`config.mk`:
```
export PLATFORM = sky130hd
export DESIGN_NAME = bus_arbiter
export DESIGN_NICKNAME = d
export VERILOG_FILES = /design/src/rtl/bus_arbiter.sv
export SDC_FILE = /design/constraint.sdc
export NUM_CORES = 1
export LEC_CHECK = 0
export ABC_AREA = 1
export BUFFER_PORTS_ARGS = -buffer_cell sky130_fd_sc_hd__buf_2
export CAP_MARGIN = 20
export CELL_PAD_IN_SITES_DETAIL_PLACEMENT = 1
export CELL_PAD_IN_SITES_GLOBAL_PLACEMENT = 1
export CORE_AREA = 2 2 127 129
export CTS_CLUSTER_SIZE = 16
export DETAILED_ROUTE_END_ITERATION = 12
export DIE_AREA = 0 0 129 131
export HOLD_SLACK_MARGIN = 0.12
export MAX_ROUTING_LAYER = met4
export PLACE_DENSITY = 0.75
export SYNTH_ARGS = -nofsm -noshare
export SYNTH_HDL_FRONTEND = slang
export SYNTH_SLANG_ARGS = --single-unit
export TNS_END_PERCENT = 50
```
`constraint.sdc`:
```
create_clock -name clk -period 2.3 [get_ports clk]
set_input_delay 0.345 -clock clk [delete_from_list [all_inputs] [get_ports clk]]
set_output_delay 0.345 -clock clk [all_outputs]
set_load 0.005 [all_outputs]
```
`src/rtl/bus_arbiter.sv`:
```
// bus_arbiter: 4-master round-robin arbiter with hold limit and slave-side bus mux
module bus_arbiter #(
  parameter int ADDR_W   = 30,
  parameter int DATA_W   = 32,
  parameter int MAX_HOLD = 16
) (
  input  logic              clk,
  input  logic              reset,
  input  logic              m0_req_,
  input  logic [ADDR_W-1:0] m0_addr,
  input  logic              m0_as_,
  input  logic              m0_rw,
  input  logic [DATA_W-1:0] m0_wr_data,
  input  logic              m1_req_,
  input  logic [ADDR_W-1:0] m1_addr,
  input  logic              m1_as_,
  input  logic              m1_rw,
  input  logic [DATA_W-1:0] m1_wr_data,
  input  logic              m2_req_,
  input  logic [ADDR_W-1:0] m2_addr,
  input  logic              m2_as_,
  input  logic              m2_rw,
  input  logic [DATA_W-1:0] m2_wr_data,
  input  logic              m3_req_,
  input  logic [ADDR_W-1:0] m3_addr,
  input  logic              m3_as_,
  input  logic              m3_rw,
  input  logic [DATA_W-1:0] m3_wr_data,
  output logic              m0_grnt_,
  output logic              m1_grnt_,
  output logic              m2_grnt_,
  output logic              m3_grnt_,
  output logic [ADDR_W-1:0] s_addr,
  output logic              s_as_,
  output logic              s_rw,
  output logic [DATA_W-1:0] s_wr_data,
  output logic              arb_preempt
);
  localparam int CW = $clog2(MAX_HOLD);
  localparam logic [CW-1:0] LAST = CW'(MAX_HOLD - 1);
  logic [1:0] owner, o1, o2, o3, nxt;
  logic [CW-1:0] hold_cnt;
  logic [3:0] req;
  logic others, own_req, sel_as;
  assign req = ~{m3_req_, m2_req_, m1_req_, m0_req_};
  assign o1 = owner + 2'd1;
  assign o2 = owner + 2'd2;
  assign o3 = owner + 2'd3;
  assign nxt = req[o1] ? o1 : req[o2] ? o2 : o3;
  assign own_req = req[owner];
  assign others = |(req & ~(4'b0001 << owner));
  always_ff @(posedge clk) begin
    if (reset) begin
      owner <= 2'd0;
      hold_cnt <= '0;
      arb_preempt <= 1'b0;
    end else begin
      arb_preempt <= 1'b0;
      if (others && !own_req) begin
        owner <= nxt;
        hold_cnt <= '0;
      end else if (others) begin
        if (hold_cnt == LAST) begin
          owner <= nxt;
          hold_cnt <= '0;
          arb_preempt <= 1'b1;
        end else begin
          hold_cnt <= hold_cnt + 1'b1;
        end
      end
    end
  end
  assign m0_grnt_ = owner != 2'd0;
  assign m1_grnt_ = owner != 2'd1;
  assign m2_grnt_ = owner != 2'd2;
  assign m3_grnt_ = owner != 2'd3;
  always_comb begin
    s_addr    = owner == 2'd0 ? m0_addr    : owner == 2'd1 ? m1_addr    : owner == 2'd2 ? m2_addr    : m3_addr;
    sel_as    = owner == 2'd0 ? m0_as_     : owner == 2'd1 ? m1_as_     : owner == 2'd2 ? m2_as_     : m3_as_;
    s_rw      = owner == 2'd0 ? m0_rw      : owner == 2'd1 ? m1_rw      : owner == 2'd2 ? m2_rw      : m3_rw;
    s_wr_data = owner == 2'd0 ? m0_wr_data : owner == 2'd1 ? m1_wr_data : owner == 2'd2 ? m2_wr_data : m3_wr_data;
    s_as_     = own_req ? sel_as : 1'b1;
  end
endmodule

```
==> results of run 1 <==
routing by layer:
| layer | vias to the layer above | track usage (%) |
|---|---|---|
| li1 | 2314 | - |
| met1 | 2118 | 18.4 |
| met2 | 189 | 28.9 |
| met3 | 13 | 2.48 |
| met4 | 0 | 2.37 |
| met5 | - | - |
worst min-delay path: stages:
cell and delay [ps]:
buf_2 70, inv_1 60, nand2_1 70, nor2_1 40
what timing repair did:
action / in CTS / in global routing
resized for setup: 0 / 11
setup endpoints to repair: 0 / 55
endpoints found under the hold margin: 0 / 0
setup buffers: 0 / 1
power groups by stage:
stage               logic [mW]  clock network, mW  registers [mW]
floorplan                 2.61                  0           0.175
global placement          4.41                  0           0.178
detailed placement        4.48                  0           0.180
CTS                       4.50              0.312           0.178
global route              5.45              0.318           0.190
finish                    4.84              0.308           0.185
cell families after synthesis:
group	Yosys count	synth area share, %
AO/OA/AOI/OAI	133	27.3
XOR/XNOR	1	0.358
adder cells (fa/ha/maj)	5	2.56
buffers and inverters	57	11.1
flip-flops	7	5.73
AND/OR/NAND/NOR	311	52.9
final cells by class:
cell class	count	area share, %
tap	216	5.91
multi-input combinational	450	45.2
clock buffer	4	1.72
sequential	7	3.09
timing repair buffer	349	42.7
inverter	14	1.37
registers in the layout, summed over array words and instances (netlist names):
name	cells
hold_cnt	4
arb_preempt	1
owner	2
cells in the final DEF (no fill, tap or decap), types with 2 or more instances in the layout:
| cell | instances |
|---|---|
| inv_2 | 2 |
| buf_2 | 330 |
| nand3_1 | 67 |
| buf_4 | 8 |
| buf_12 | 5 |
| ha_1 | 2 |
| dfxtp_1 | 6 |
| nor2_4 | 2 |
| clkbuf_16 | 6 |
| o21ai_1 | 5 |
| o21ai_0 | 123 |
| nor2_1 | 15 |
| buf_16 | 2 |
| ha_4 | 2 |
| nand2_2 | 3 |
| inv_1 | 9 |
| nand2_1 | 218 |
| a21oi_1 | 4 |
worst paths after layout:
path	end	slack [ps]
setup reg to reg	owner[1]	390
hold reg to reg	hold_cnt[1]	490
setup / recovery	s_addr[26]	170
hold / removal	owner[0]	400
stage by stage:
step                power (mW)  hold WS, ps  setup WS, ps  cell area, um^2
finish                    5.33          399           174             4570
global route              5.95          429          56.8             4570
CTS                       4.99          409         0.429             4420
detailed placement        4.66          484           255             4340
global placement          4.59          478           313             4340
floorplan                 2.79          454           509             2440
==> results.sh, run 1 <==
export IMPL_cpMostUsedCell="o21ai_0"
export IMPL_dp_cells=1031
export IMPL_die_w_um=129
export IMPL_period_needed_ps=2130
export IMPL_synth_cells=514
export IMPL_grt_pass1_vias=4176
export IMPL_overflow=0
export IMPL_finalSetupViolCount=0
export IMPL_grt_use_total_pct=15.7
export IMPL_fillerInstances=2193
export IMPL_rows=46
export IMPL_grt_pass1_wl_um=20700
export IMPL_cp_required_ps=1960
export IMPL_p_switching_mw=2.90
export IMPL_clockPowerShare_pct=5.8
export IMPL_wirelength_met1_um=6670
export IMPL_wl_um=15800
export IMPL_multiInputGateArea_um2=2070
export IMPL_slew_headroom_pct=71.0
export IMPL_yosys_register_bits=7
export IMPL_synth_edf_count=0
export IMPL_status="finished clean"
export IMPL_internal_power_mw=2.43
export IMPL_clockBufferDepth=2
export IMPL_top_layer="met4"
export IMPL_synthTopCellsByCount="218 x nand2_1, 124 x o21ai_0, 68 x nand3_1"
export IMPL_wl_per_cell_um=15.2
export IMPL_syn_area_per_cell_um2=4.76
export IMPL_hpwl_um=11900
export IMPL_cp_slowest_stage_delay_ps=340
export IMPL_synth_top_area_cell="nand2_1"
export IMPL_drt_drc_violations_left=0
export IMPL_path_clk_slew_ps=40
export IMPL_dr_pass1_iters=4
export IMPL_fin_nets=1092
export IMPL_portBuffers=330
export IMPL_diodes=0
export IMPL_period_share_pct=92.4
export IMPL_synth_most_common_cell="nand2_1"
export IMPL_switching_share_pct=54.4
export IMPL_place_congestion=0.878
export IMPL_ir_worst_vdd_mv=0.667
export IMPL_fin_setup_tns_ps=0
export IMPL_clock_sinks=7
export IMPL_cts_buffers=3
export IMPL_holdPathStages=4
export IMPL_wl_met3_um=1120
export IMPL_netlist_area_leader_share_pct=33.5
export IMPL_final_util_pct=29.3
export IMPL_cts_max_level=1
export IMPL_ant_nets=0
export IMPL_holdBufCountCts=0
export IMPL_critPathKind="reg -> out"
export IMPL_rsz0062_at_grt="no"
export IMPL_synth_nets=781
export IMPL_antenna_found_initial=0
export IMPL_critPathBufInv=4
export IMPL_r2r_start="owner[1]"
export IMPL_p_seq_share_pct=3.5
export IMPL_clk_latency_ps=240
export IMPL_max_freq_ghz=0.470
export IMPL_drt_initial_drc_count=198
export IMPL_worstHoldStart="reset"
export IMPL_cts_root_buffer="clkbuf_16"
export IMPL_cts_tree="yes"
export IMPL_via_count=4634
export IMPL_synth_seq_area_share_pct=5.73
export IMPL_cp_startpoint="owner[1]"
export IMPL_hold_path_class="in -> reg"
export IMPL_wl_met2_um=7860
export IMPL_synth_cell_types=24
export IMPL_grt_max_degree=77
export IMPL_tightest_slew_ps=434
export IMPL_ioPinCount=331
export IMPL_syn2layout_area_growth_pct=87.0
export IMPL_seqCellArea_um2=141
export IMPL_final_hold_violation_count=0
export IMPL_slowest_stage="dfxtp_1"
export IMPL_p_leak_nw=2.62
export IMPL_ys_dominant_reg_cell="dfxtp_1"
export IMPL_cp_cell_sequence="inv_2, ha_2, clkinv_4, buf_12, nand3_1, o21ai_0, o21ai_0, buf_2"
export IMPL_vias_per_cell=4.46
export IMPL_yosysWarnings=0
export IMPL_worstSetupStartpointType="flop"
export IMPL_crit_family="buffers and inverters"
export IMPL_synth_cell_area_um2=2440
export IMPL_maxCapViolCount=0
export IMPL_slew_violations=0
export IMPL_layout_cells_non_filler=1040
export IMPL_dieArea_um2=16900
export IMPL_worst_clock_skew_ps=2.03
export IMPL_core_um2=15600
export IMPL_power_share_combinational_pct=90.7
export IMPL_drive_gt1_share_pct=44.5
export IMPL_async_flop_share_pct=0
export IMPL_die_h_um=131
export IMPL_endpoint_kind="primary output"
export IMPL_p_per_area_nw_per_um2=1170
export IMPL_initial_core_util_pct=15.7
export IMPL_synth_area_top_cells="nand2_1 33%, o21ai_0 25%, nand3_1 14%, dfxtp_1 5.7%, buf_2 3.9%"
export IMPL_worst_path_max_fanout=27
export IMPL_reg2reg_depth=11
export IMPL_cp_depth=8
export IMPL_arrival_ps=1780
(Power assumes the default switching activity.)
==> inputs of run 2 (changes only) <==
PLACE_DENSITY = 0.86   (was 0.75)
==> run 2 against run 1 <==
  * Cell count shrank 0.96%
  * Clock skew barely moved
  * Maximum frequency decreased by 1.2%
  * Design area down 3.7%
  * Power decreased by 9.6%
  * Combinational power is 11% lower
  * Core utilization down 1.1 points
  * Flip-flop and latch count unchanged
  * Critical path depth up 1
  * Sequential power grew 4%
  * Clock-buffer cell count did not move
==> results.sh, run 2 (synthesized netlist as in run 1, its figures left out) <==
export IMPL_power_total_mw=4.82
export IMPL_status="finished clean"
export IMPL_fillerInstances=2221
export IMPL_holdPathStages=4
export IMPL_finalWorstSetupSlack_ps=149
export IMPL_grt_use_total_pct=15.7
export IMPL_p_seq_share_pct=4.0
export IMPL_hpwl_um=11700
export IMPL_max_freq_ghz=0.465
export IMPL_place_congestion=0.836
export IMPL_p_per_area_nw_per_um2=1100
export IMPL_grt_pass1_wl_um=21000
export IMPL_cts_buffers=3
export IMPL_dieArea_um2=16900
export IMPL_switching_share_pct=55.0
export IMPL_slew_headroom_pct=82.5
export IMPL_arrival_ps=1810
export IMPL_p_switching_mw=2.65
export IMPL_via_count=4517
export IMPL_ant_nets=0
export IMPL_period_share_pct=93.5
export IMPL_maxCapViolCount=0
export IMPL_layout_cells_non_filler=1030
export IMPL_seqCellArea_um2=143
export IMPL_hold_path_class="in -> reg"
export IMPL_cp_required_ps=1960
export IMPL_grt_pass1_vias=4316
export IMPL_wl_per_cell_um=13.7
export IMPL_drt_initial_drc_count=120
export IMPL_initial_core_util_pct=15.7
export IMPL_fin_setup_tns_ps=0
export IMPL_diodes=0
export IMPL_drt_drc_violations_left=0
export IMPL_power_share_combinational_pct=89.9
export IMPL_die_w_um=129
export IMPL_ioPinCount=331
export IMPL_grt_max_degree=70
export IMPL_mostFrequentLayoutCells="330 x buf_2, 218 x nand2_1, 123 x o21ai_0, 68 x nand3_1, 15 x nor2_1"
export IMPL_reg_top3="hold_cnt (4), owner (2), arb_preempt (1)"
export IMPL_place_area_um2=4310
export IMPL_dr_pass1_iters=4
export IMPL_overflow=0
export IMPL_worst_path_max_fanout=38
export IMPL_rsz0062_at_grt="yes"
export IMPL_core_um2=15600
export IMPL_multiInputGateArea_um2=2050
export IMPL_internal_power_mw=2.17
export IMPL_r2r_end="owner[0]"
export IMPL_period_needed_ps=2150
export IMPL_clockBufferDepth=2
export IMPL_critPathKind="reg -> out"
export IMPL_final_hold_violation_count=0
export IMPL_hold_end="owner[0]"
export IMPL_worstHoldStart="reset"
export IMPL_largest_register_ffs=4
export IMPL_final_common_cell="buf_2"
export IMPL_cts_root_buffer="clkbuf_16"
export IMPL_die_h_um=131
export IMPL_cts_max_level=1
export IMPL_tightest_slew_ps=259
export IMPL_syn2layout_area_growth_pct=80.1
export IMPL_fin_nets=1082
export IMPL_dp_cells=1026
export IMPL_endpoint_kind="primary output"
export IMPL_r2r_slack_ps=510
export IMPL_regMostFlops="hold_cnt"
export IMPL_finalSetupViolCount=0
export IMPL_ir_worst_vdd_mv=0.701
export IMPL_p_leak_nw=2.53
export IMPL_fin_area_um2=4400
export IMPL_clock_sinks=7
export IMPL_clk_latency_ps=230
export IMPL_portBuffers=330
export IMPL_pre_cts_ws_ps=171
export IMPL_worstSetupStartpointType="flop"
export IMPL_worst_clock_skew_ps=1.72
export IMPL_antenna_found_initial=0
export IMPL_clockPowerShare_pct=6.1
export IMPL_wl_um=14100
export IMPL_slew_violations=0
export IMPL_r2r_start="owner[0]"
export IMPL_drive_gt1_share_pct=43.9
export IMPL_cts_tree="yes"
export IMPL_reg2reg_depth=10
export IMPL_vias_per_cell=4.39
export IMPL_rows=46
export IMPL_path_clk_slew_ps=40
==> run 2: per-layer routing <==
layer	up-vias	track usage (%)	wire length (um)
met5	-	-	0
met3	6	2.24	952
met2	171	29.7	7450
met1	2044	18.1	5640
met4	0	1.53	59
li1	2296	-	-
==> run 2: through the flow <==
stage / util, % / hold WS [ps]
floorplan: - / 454
global placement: 27.6 / 471
detailed placement: 27.6 / 493
CTS: 28.1 / 437
global route: 28.2 / 468
finish: 28.2 / 426
==> run 2: how the worst max path moves through the flow <==
stage                     startpoint            to  slack, ps  cells past startpoint
after floorplan             owner[0]     s_addr[0]        510                     10
after global placement      owner[1]  s_wr_data[9]        230                      7
after detailed placement    owner[1]  s_wr_data[9]        170                      7
after CTS                   owner[0]    s_addr[21]          6                      9
after global routing        owner[1]     s_addr[4]        -10                      7
final                       owner[0]  s_wr_data[2]        150                      9
==> run 2: what timing repair did <==
| action | in CTS | in global routing |
|---|---|---|
| setup buffers | 0 | 0 |
| hold endpoints to repair | 0 | 0 |
| gates cloned | 0 | 0 |
| setup endpoints to repair | 1 | 37 |
| gates resized for setup | 2 | 6 |
| hold buffers | 0 | 0 |
==> run 2: power by group through the flow <==
stage / Sequential (mW) / Combinational (mW) / Clock [mW]
2_1_floorplan: 0.175 / 2.61 / 0
3_3_place_gp: 0.186 / 4.23 / 0
3_5_place_dp: 0.191 / 4.36 / 0
4_1_cts: 0.190 / 4.37 / 0.299
5_1_grt: 0.198 / 4.98 / 0.306
6_report: 0.193 / 4.33 / 0.296
==> run 2: cell type report <==
type,count,area share (%)
Multi-Input combinational cell,450,46.6
Timing Repair Buffer,339,41.0
Inverter,14,1.22
Sequential cell,7,3.24
Tap cell,216,6.14
Clock buffer,4,1.79
==> run 2: worst max-delay path: stages, from the launching register on <==
cell	delay, ps
dfxtp_2	370
inv_2	80
ha_2	210
inv_2	100
buf_12	200
nand2_1	80
nand3_1	70
o21ai_0	70
o21ai_0	210
buf_2	160
==> inputs of run 3 (changes only) <==
CTS_BUF_LIST = sky130_fd_sc_hd__clkbuf_4   (was not set)
CTS_CLUSTER_DIAMETER = 50   (was not set)
==> run 3 against run 2 <==
  * Critical path depth down 1
  * Design area increased by 2.2%
  * Maximum frequency is 0.85% lower
  * Non-clock buffer count increased by 5
  * Combinational power increased by 8.8%
  * Clock-buffer cell count stayed put
  * Critical endpoint is now s_addr[16]
  * Highest routed layer unchanged
==> results.sh, run 3 (synthesized netlist as in run 1, its figures left out) <==
export IMPL_status="finished clean"
export IMPL_die_w_um=129
export IMPL_die_h_um=131
export IMPL_hpwl_um=11700
export IMPL_syn2layout_area_growth_pct=84.1
export IMPL_ioPinCount=331
export IMPL_place_congestion=0.836
export IMPL_use_met3_pct=2.24
export IMPL_fin_setup_tns_ps=0
export IMPL_power_share_combinational_pct=93.6
export IMPL_wl_um=15100
export IMPL_cts_root_buffer="clkbuf_4"
export IMPL_cp_required_ps=1960
export IMPL_place_area_um2=4310
export IMPL_portBuffers=330
export IMPL_p_seq_share_pct=3.9
export IMPL_slowest_stage="dfxtp_2"
export IMPL_maxCapViolCount=0
export IMPL_drive_gt1_share_pct=44.3
export IMPL_dieArea_um2=16900
export IMPL_cts_max_level=1
export IMPL_reg2reg_depth=12
export IMPL_busiest_layer="met2"
export IMPL_mostFrequentLayoutCells="330 x buf_2, 218 x nand2_1, 117 x o21ai_0, 68 x nand3_1, 15 x nor2_1"
export IMPL_crit_family="buffers and inverters"
export IMPL_cpMostUsedCell="o21ai_0"
export IMPL_p_leak_nw=2.59
export IMPL_dp_cells=1026
export IMPL_power_total_mw=5.03
export IMPL_holdPathStages=4
export IMPL_antenna_found_initial=0
export IMPL_initial_core_util_pct=15.7
export IMPL_finalWorstSetupSlack_ps=131
export IMPL_layout_cells_non_filler=1035
export IMPL_drt_initial_drc_count=134
export IMPL_wl_per_cell_um=14.6
export IMPL_largest_register_ffs=4
export IMPL_grt_pass1_vias=4348
export IMPL_worstSetupStartpointType="flop"
export IMPL_critPathBufInv=4
export IMPL_via_count=4604
export IMPL_path_clk_slew_ps=50
export IMPL_dr_pass1_iters=4
export IMPL_core_um2=15600
export IMPL_cts_tree="yes"
export IMPL_ant_nets=0
export IMPL_clockPowerShare_pct=2.5
export IMPL_worst_clock_skew_ps=2.75
export IMPL_final_common_cell="buf_2"
export IMPL_timing_hold_ws_ps=387
export IMPL_gr_usage_met2_pct=30.7
export IMPL_period_needed_ps=2170
export IMPL_p_switching_mw=2.78
export IMPL_fin_area_um2=4500
export IMPL_grt_max_degree=66
export IMPL_switching_share_pct=55.3
export IMPL_clockBufferDepth=2
export IMPL_arrival_ps=1820
export IMPL_worst_path_max_fanout=34
export IMPL_cp_cell_sequence="inv_2, ha_2, clkinv_4, bufbuf_16, nand3_1, o21ai_0, o21ai_0, buf_2"
export IMPL_tightest_slew_ps=294
export IMPL_use_met1_pct=18.9
export IMPL_reg_top3="hold_cnt (4), owner (2), arb_preempt (1)"
export IMPL_drt_drc_violations_left=0
export IMPL_regMostFlops="hold_cnt"
export IMPL_slew_violations=0
export IMPL_final_hold_violation_count=0
export IMPL_final_util_pct=28.9
export IMPL_holdBufCountCts=0
export IMPL_ir_worst_vdd_mv=0.477
export IMPL_finalSetupViolCount=0
export IMPL_overflow=0
export IMPL_grt_pass1_wl_um=21600
export IMPL_grt_use_total_pct=16.3
export IMPL_cts_buffers=3
export IMPL_critPathKind="reg -> out"
export IMPL_diodes=0
export IMPL_clk_latency_ps=260
export IMPL_cp_slowest_stage_delay_ps=360
export IMPL_fin_nets=1087
export IMPL_rows=46
export IMPL_slew_headroom_pct=80.3
export IMPL_pre_cts_ws_ps=171
export IMPL_max_freq_ghz=0.461
export IMPL_cp_depth=8
export IMPL_hold_path_class="in -> reg"
export IMPL_internal_power_mw=2.25
export IMPL_p_per_area_nw_per_um2=1120
export IMPL_vias_per_cell=4.45
export IMPL_clock_sinks=7
export IMPL_period_share_pct=94.3
export IMPL_endpoint_kind="primary output"
## run 3: changes by cell type in the layout (fill, tap and decap cells not counted), sizes merged
cell	change
buf	+1
clkbuf	+2
bufbuf	+2
## run 3: final cells by class
class | instances | area, um^2
clock buffers | 4 | 30.0
fillers | 2208 | 11100
inverters | 14 | 60.1
multi-input cells | 450 | 2060
flip-flops and latches | 7 | 143
well taps | 216 | 270
repair buffers | 344 | 1940
## run 3: path summary, 6_finish.rpt
check	from	to	slack [ps]
worst max-delay path	owner[1]	s_addr[16]	130
worst min-delay path	reset	owner[0]	390
worst max register to register	owner[1]	owner[1]	490
worst min register to register	hold_cnt[1]	hold_cnt[1]	500
## run 3: worst register-to-register path: stages, from the launching register on
cell,delay (ps)
dfxtp_2,410
inv_2,70
buf_4,150
ha_4,170
buf_12,200
nor2_4,150
nor2_4,40
nand2_4,110
nand2_2,90
nand2_2,110
clkinv_1,70
nor2_1,100
nor2_1,40
## run 3: repair_timing
| action | CTS | global route |
|---|---|---|
| setup buffers | 0 | 1 |
| gates cloned | 2 | 2 |
| endpoints found under the setup margin | 6 | 62 |
| gates resized for setup | 5 | 14 |
## run 3: per-layer routing
| metal | share of wire, % | vias up |
|---|---|---|
| met5 | 0 | - |
| met4 | 0.47 | 0 |
| met3 | 6.9 | 6 |
| met2 | 53 | 182 |
| met1 | 40 | 2109 |
| li1 | - | 2307 |
## run 3: power groups by stage
stage / logic [mW] / registers (mW) / clock network (mW)
2_1_floorplan: 2.61 / 0.175 / 0
6_report: 4.71 / 0.197 / 0.128
4_1_cts: 4.56 / 0.189 / 0.132
3_3_place_gp: 4.23 / 0.186 / 0
5_1_grt: 5.33 / 0.203 / 0.137
3_5_place_dp: 4.36 / 0.191 / 0
